### config.mk
export PLATFORM = sky130hd
export DESIGN_NAME = mdio_master_gen
export DESIGN_NICKNAME = d
export VERILOG_FILES = /design/src/rtl/mdio_master_gen.sv
export SDC_FILE = /design/constraint.sdc
export NUM_CORES = 1
export LEC_CHECK = 0
export CAP_MARGIN = 0
export CORE_ASPECT_RATIO = 0.8
export CORE_MARGIN = 3
export CORE_UTILIZATION = 62
export DETAILED_ROUTE_END_ITERATION = 6
export DONT_BUFFER_PORTS = 1
export GPL_TIMING_DRIVEN = 0
export PLACE_DENSITY = 0.74
export SYNTH_ARGS = -nofsm -noshare
export SYNTH_HDL_FRONTEND = slang
export SYNTH_SLANG_ARGS = --single-unit
### constraint.sdc
create_clock -name clk -period 4.4 [get_ports clk]
set_input_delay 0.88 -clock clk [delete_from_list [all_inputs] [get_ports clk]]
set_output_delay 0.88 -clock clk [all_outputs]
set_load 0.02 [all_outputs]
### src/rtl/mdio_master_gen.sv
// +--------------------------------------------------------------------------+
// | mdio_master_gen: MDIO management master with divided MDC and preamble.   |
// | Optional clause-45 framing: define MDIO_C45_EN.  Rev 1.0                 |
// +--------------------------------------------------------------------------+
`default_nettype none

module mdio_master_gen #(
  parameter int CLK_DIV       = 4,
  parameter int PREAMBLE_BITS = 32
) (
  input  logic        clk,
  input  logic        reset,
  input  logic        mdio_start,
  input  logic [31:0] t_data,
  input  logic        mdio_in,
  output logic [15:0] rd_data,
  output logic        data_rdy,
  output logic        busy,
  output logic        mdc,
  output logic        mdio_oe,
  output logic        mdio_out
);

  localparam int DW = $clog2(CLK_DIV);
  localparam logic [DW-1:0] c_div_last = DW'(CLK_DIV - 1);
  localparam logic [DW-1:0] c_div_half = DW'(CLK_DIV / 2);
  localparam logic [DW-1:0] c_div_fall = DW'(CLK_DIV / 2 - 1);
  localparam logic [5:0]    c_pre_last = (PREAMBLE_BITS > 0) ? 6'(PREAMBLE_BITS - 1) : 6'd0;

  typedef enum logic [2:0] {
    S_IDLE      = 3'd0,
    S_WAIT_FALL = 3'd1,
    S_PREAMBLE  = 3'd2,
    S_HEADER    = 3'd3,
    S_WDATA     = 3'd4,
    S_TURN      = 3'd5,
    S_RDATA     = 3'd6,
    S_DONE      = 3'd7
  } state_t;

  localparam state_t c_first = (PREAMBLE_BITS > 0) ? S_PREAMBLE : S_HEADER;

  state_t        r_state, w_state_nxt, w_cur_state;
  logic [5:0]    r_cnt, w_cnt_nxt, w_cur_cnt;
  logic [DW-1:0] r_div, w_div_nxt;
  logic          r_mdc, r_out, r_oe, r_is_read, r_rdy;
  logic [31:0]   r_frame, w_frame_in;
  logic [15:0]   r_shift, r_rd_data;
  logic          w_fall, w_rise, w_accept, w_is_read_in, w_sample, w_done;
  logic          w_out_nxt, w_oe_nxt, w_phase_last;

  assign w_div_nxt = (r_div == c_div_last) ? '0 : r_div + 1'b1;
  assign w_fall    = (r_div == c_div_fall);
  assign w_rise    = (r_div == c_div_last);
  assign w_accept  = (r_state == S_IDLE) && mdio_start;

`ifdef MDIO_C45_EN
  assign w_frame_in   = t_data;
  assign w_is_read_in = (t_data[31:30] == 2'b00) ? t_data[29] : (t_data[29:28] == 2'b10);
`else
  logic w_unused_st;
  assign w_unused_st  = ^t_data[31:30];
  assign w_frame_in   = {2'b01, t_data[29:0]};
  assign w_is_read_in = (t_data[29:28] == 2'b10);
`endif

  // Read bit k is driven after the k-th RDATA fall and sampled on the following rise.
  assign w_sample = w_rise && (((r_state == S_RDATA) && (r_cnt != 6'd0)) ||
                               ((r_state == S_DONE) && r_is_read));

  always_ff @(posedge clk) begin
    if (!reset) begin
      r_state <= S_IDLE;
      r_cnt   <= 6'd0;
    end else begin
      r_state <= w_state_nxt;
      r_cnt   <= w_cnt_nxt;
    end
  end

  always_comb begin
    w_state_nxt  = r_state;
    w_cnt_nxt    = r_cnt;
    w_out_nxt    = r_out;
    w_oe_nxt     = r_oe;
    w_done       = 1'b0;
    // WAIT_FALL behaves as bit 0 of the first phase once the fall arrives.
    w_cur_state  = (r_state == S_WAIT_FALL) ? c_first : r_state;
    w_cur_cnt    = (r_state == S_WAIT_FALL) ? 6'd0 : r_cnt;
    w_phase_last = 1'b0;
    case (w_cur_state)
      S_PREAMBLE: w_phase_last = (w_cur_cnt == c_pre_last);
      S_HEADER:   w_phase_last = (w_cur_cnt == 6'd13);
      S_WDATA:    w_phase_last = (w_cur_cnt == 6'd17);
      S_TURN:     w_phase_last = (w_cur_cnt == 6'd1);
      S_RDATA:    w_phase_last = (w_cur_cnt == 6'd15);
      default:    w_phase_last = 1'b0;
    endcase
    case (r_state)
      S_IDLE: begin
        if (mdio_start) begin
          w_state_nxt = S_WAIT_FALL;
          w_cnt_nxt   = 6'd0;
        end
      end
      S_DONE: begin
        if (w_fall) begin
          w_state_nxt = S_IDLE;
          w_out_nxt   = 1'b0;
          w_oe_nxt    = 1'b0;
          w_done      = 1'b1;
        end
      end
      default: begin
        if (w_fall) begin
          w_cnt_nxt = w_phase_last ? 6'd0 : w_cur_cnt + 6'd1;
          case (w_cur_state)
            S_PREAMBLE: begin
              w_out_nxt   = 1'b1;
              w_oe_nxt    = 1'b1;
              w_state_nxt = w_phase_last ? S_HEADER : S_PREAMBLE;
            end
            S_HEADER: begin
              w_out_nxt   = r_frame[5'd31 - w_cur_cnt[4:0]];
              w_oe_nxt    = 1'b1;
              w_state_nxt = w_phase_last ? (r_is_read ? S_TURN : S_WDATA) : S_HEADER;
            end
            S_WDATA: begin
              w_out_nxt   = r_frame[5'd17 - w_cur_cnt[4:0]];
              w_oe_nxt    = 1'b1;
              w_state_nxt = w_phase_last ? S_DONE : S_WDATA;
            end
            S_TURN: begin
              w_out_nxt   = 1'b0;
              w_oe_nxt    = 1'b0;
              w_state_nxt = w_phase_last ? S_RDATA : S_TURN;
            end
            S_RDATA: begin
              w_out_nxt   = 1'b0;
              w_oe_nxt    = 1'b0;
              w_state_nxt = w_phase_last ? S_DONE : S_RDATA;
            end
            default: w_state_nxt = S_IDLE;
          endcase
        end
      end
    endcase
  end

  always_ff @(posedge clk) begin
    if (!reset) begin
      r_div     <= '0;
      r_mdc     <= 1'b0;
      r_out     <= 1'b0;
      r_oe      <= 1'b0;
      r_frame   <= 32'd0;
      r_is_read <= 1'b0;
      r_shift   <= 16'd0;
      r_rd_data <= 16'd0;
      r_rdy     <= 1'b0;
    end else begin
      r_div <= w_div_nxt;
      r_mdc <= (w_div_nxt < c_div_half);
      r_out <= w_out_nxt;
      r_oe  <= w_oe_nxt;
      r_rdy <= 1'b0;
      if (w_accept) begin
        r_frame   <= w_frame_in;
        r_is_read <= w_is_read_in;
      end
      if (w_sample) r_shift <= {r_shift[14:0], mdio_in};
      if (w_done && r_is_read) begin
        r_rd_data <= r_shift;
        r_rdy     <= 1'b1;
      end
    end
  end

  assign busy     = (r_state != S_IDLE);
  assign mdc      = r_mdc;
  assign mdio_oe  = r_oe;
  assign mdio_out = r_out;
  assign rd_data  = r_rd_data;
  assign data_rdy = r_rdy;

endmodule

`default_nettype wire
==> results of run 1 <==
## stage by stage
stage	setup WS [ns]	util, %	hold WS (ns)	cells
6_report	1.31	70.9	0.465	589
5_1_grt	1.30	70.9	0.496	589
2_1_floorplan	2.09	-	0.431	492
3_3_place_gp	1.43	67.0	0.444	573
4_1_cts	1.43	70.9	0.468	589
3_5_place_dp	1.47	67.0	0.455	573
## path summary, 6_finish.rpt
path	start	to	cells after the start
hold / removal	r_frame[3]$_SDFFE_PN0P_	r_frame[3]$_SDFFE_PN0P_	2
setup reg to reg	r_state[0]$_SDFFE_PN0P_	mdio_out$_SDFFE_PN0P_	10
setup / recovery	r_state[0]$_SDFFE_PN0P_	mdio_out$_SDFFE_PN0P_	10
hold reg to reg	r_frame[3]$_SDFFE_PN0P_	r_frame[3]$_SDFFE_PN0P_	2
## kinds of logic after synthesis
group / synth area share (%)
and+or+nand+nor: 24.2
AOI/OAI and AO/OA: 18.5
DFF: 40.1
buffers and inverters: 5.46
muxes: 9.49
adders and majority gates: 1.59
xor gates and xnor gates: 0.666
## flip-flops by register name, indices dropped and copies added (netlist names), 2 cells and up
register / count
r_frame: 31
r_shift: 16
rd_data: 16
r_cnt: 6
r_state: 3
r_div: 2
## report_power, final
part,switching (W),internal (W),total (W),leakage [nW]
logic,0.000117,0.0000604,0.000178,0.745
registers,0.0000247,0.000743,0.000768,0.643
clock network,0.000299,0.000334,0.000632,0.119
total,0.000441,0.00114,0.00158,1.51
## cell type report
type / count / area, um^2
Tap cell: 81 / 101
Clock buffer: 9 / 124
Buffer: 38 / 178
Clock inverter: 7 / 109
Multi-Input combinational cell: 365 / 2150
Inverter: 10 / 37.5
Fill cell: 483 / 1760
Sequential cell: 79 / 1580
## critical path, cell delays in order (launching register included)
cell and delay, ns:
dfxtp_1 0.33, buf_4 0.15, or3b_4 0.42, buf_6 0.17, nand2_1 0.12, ha_1 0.23, buf_1 0.23, o311ai_0 0.67
nor4_1 0.13, a211oi_1 0.35, o32ai_1 0.15
## metal layers
layer / vias to the layer above / track usage [%] / wire length [um]
met2: 174 / 41.9 / 4370
met4: 0 / 7.06 / 108
met3: 13 / 7.27 / 954
met5: - / 0 / 0
li1: 1723 / - / -
met1: 1696 / 43.8 / 4820
## placed cells by master, fill, tap and decap left out, types with 7 or more instances in the layout
| master | instances |
|---|---|
| buf_2 | 7 |
| nand3_1 | 7 |
| mux2i_1 | 25 |
| clkbuf_8 | 9 |
| o21ai_0 | 10 |
| nand2_1 | 120 |
| nor3_1 | 8 |
| and2_1 | 7 |
| clkbuf_1 | 24 |
| dfxtp_1 | 79 |
| nor2_1 | 35 |
| a21oi_1 | 65 |
| inv_1 | 9 |
==> parameters.txt, run 1 <==
Parameter                              Value

Placement
  Placed Area ... 0.00405 mm^2
  Final weighted congestion of routability-driven global placement ... 1.00
  DP Wirelength ... 7.56 mm
  Buffers added on ports ... 0

Logic synthesis
  Dominant register cell in the synthesized netlist ... dfxtp_1
  Top cell type by total area after synthesis ... dfxtp_1
  Number of flops mapped to enable cells by yosys ... 0
  Top area cells in the synthesized netlist ... dfxtp_1, nand2_1, a21oi_1, mux2i_1, nor2_1
  Warnings, synthesis ... 0
  Most frequent cell after synthesis ... nand2_1
  Number of library cell types mapped by synthesis ... 59
  Share of the yosys chip area belonging to registers ... 40.1%
  Average size of a mapped cell ... 8.02 um^2
  Async set or reset register ratio after synthesis ... 0%
  Most used standard cells in the synthesized netlist ... nand2_1, dfxtp_1, a21oi_1, nor2_1, mux2i_1
  Count of mapped cells out of synthesis ... 492
  Post-Syn Nets ... 533
  Number of storage elements in the synthesis netlist ... 79
  Area share of the largest cell type after synthesis ... 40.1%
  Summed instance area of the synthesized netlist ... 0.00394 mm^2

STA
  Count of endpoints failing setup in the final report ... 0
  RSZ-0062 raised after global routing ... false
  Worst Max-Slew Pin Slew ... 0.713 ns
  Final hold vios ... 0
  Headroom to the max-slew limit ... 52.3%
  Final Max Tran Viols ... 0
  Aggregate negative setup slack ... 0 ns
  Final worst path period share ... 70.1%
  Tmin final ... 3.09 ns
  Worst-case clock skew ... 0.00558 ns
  Fmax achieved ... 0.324 GHz

Power and ir drop
  Total chip power ... 0.00158 W
  Static leakage power ... 1.51 nW
  Power Density ... 369 mW/mm^2
  Max IR drop VDD ... 0.000272 V

Floorplanning
  Total die area ... 0.00736 mm^2
  Floorplan Core Area ... 0.00604 mm^2
  Starting utilization of the core area ... 65.3%
  Rows ... 25
  I/O pin count ... 57
  Chip Height ... 77.3 um
  X dimension of the die ... 95.2 um

Finish
  Area delta synth->final ... 8.47%
  Proportion of layout cells with a drive suffix above 1 ... 10.0%
  Antenna cells ... 0
  Net count, final ... 544
  Post-route cell area ... 0.00428 mm^2

Routing
  DRT Pass-1 Iters ... 7
  DRC violation count after routing ... 0
  Number of nets still failing antenna checks after routing ... 0
  Total number of vias ... 3606
  Mean number of vias per cell ... 6.12
  Drt initial violations ... 274
  DR WL/cell ... 17.4 um
  Total wire length after detailed routing ... 10.3 mm

Clock tree
  Hold-fix buffers at CTS ... 0
  Number of gates resized after CTS ... 0
  Clock-pin slew on the worst setup and hold paths ... 0.09 ns
  CTS tree ... yes
  Setup Buffers After CTS ... 0
  Skew-Pair Late Insertion Delay ... 0.35 ns
  Buffer levels on the longest clock path ... 2
  Cts bufs inserted ... 9
  Buffer cell driving the clock tree root ... clkbuf_8
  H-tree lvl count ... 3
  Clk sink count ... 79

Critical path
  Kind of capture point of the worst setup path ... flip-flop
  Type of origin of the critical path ... flip-flop
  Arrival time reported for the critical path endpoint ... 3.31 ns
  Reg-to-reg setup timing slack ... 1.31 ns
  Largest driver fanout on the critical path ... 10
  Worst Setup Path Type ... reg -> reg
  Data required time at the worst endpoint ... 4.63 ns

GRT
  Global-route total usage across every layer ... 29.2%
  Maximum number of pins on one net before global-route repair ... 17
  Aggregate global routing overflow ... 0
  First-pass GRT wire length ... 16.8 mm
  Number of global-route vias before repair ... 3338
  Number of antenna violations at the first check in global routing ... 0

Status
  Run status ... complete, no violations

Job
  Number of max-cap violations ... 0

Worst hold path
  Classification of the worst-slack hold path ... reg -> reg
Power figures use the tool's default switching activity.
==> inputs of run 2 (changes only) <==
==> constraint.sdc (replaced) <==
create_clock -name clk -period 3.2 [get_ports clk]
set_input_delay 0.64 -clock clk [delete_from_list [all_inputs] [get_ports clk]]
set_output_delay 0.64 -clock clk [all_outputs]
set_load 0.02 [all_outputs]
==> results of run 2 <==
The final DEF is identical to that of run 1. Status: complete, no violations.
Among the figures that moved: setup slack after placement 1.47 ns -> 0.266 ns; clock-pin slew on the worst setup and hold paths 0.09 ns -> 0.08 ns; setup slack after layout 1.31 ns -> 0.114 ns; hold slack 0.465 ns -> 0.405 ns; register-to-register setup slack 1.31 ns -> 0.11 ns; end point of the worst hold path r_frame[3]$_SDFFE_PN0P_ -> r_cnt[3]$_SDFFE_PN0P_; total power 0.00158 W -> 0.00217 W; worst IR drop on VDD 0.000272 V -> 0.000374 V
==> inputs of run 3 (changes only) <==
--- a/config.mk
+++ b/config.mk
@@ -9,6 +9,7 @@
 export CORE_ASPECT_RATIO = 0.8
 export CORE_MARGIN = 3
 export CORE_UTILIZATION = 62
+export CTS_CLUSTER_DIAMETER = 40
 export DETAILED_ROUTE_END_ITERATION = 6
 export DONT_BUFFER_PORTS = 1
 export GPL_TIMING_DRIVEN = 0
==> constraint.sdc (replaced) <==
create_clock -name clk -period 3.2 [get_ports clk]
set_input_delay 0.64 -clock clk [delete_from_list [all_inputs] [get_ports clk]]
set_output_delay 0.64 -clock clk [all_outputs]
set_load 0.1 [all_outputs]
==> results of run 3 <==
The final DEF is identical to that of run 1. Status: complete, no violations.
Among the figures that moved: setup slack after placement 1.47 ns -> 0.266 ns; clock-pin slew on the worst setup and hold paths 0.09 ns -> 0.08 ns; setup slack after layout 1.31 ns -> 0.114 ns; hold slack 0.465 ns -> 0.405 ns; register-to-register setup slack 1.31 ns -> 0.11 ns; end point of the worst hold path r_frame[3]$_SDFFE_PN0P_ -> r_cnt[3]$_SDFFE_PN0P_; total power 0.00158 W -> 0.00221 W; worst IR drop on VDD 0.000272 V -> 0.000374 V
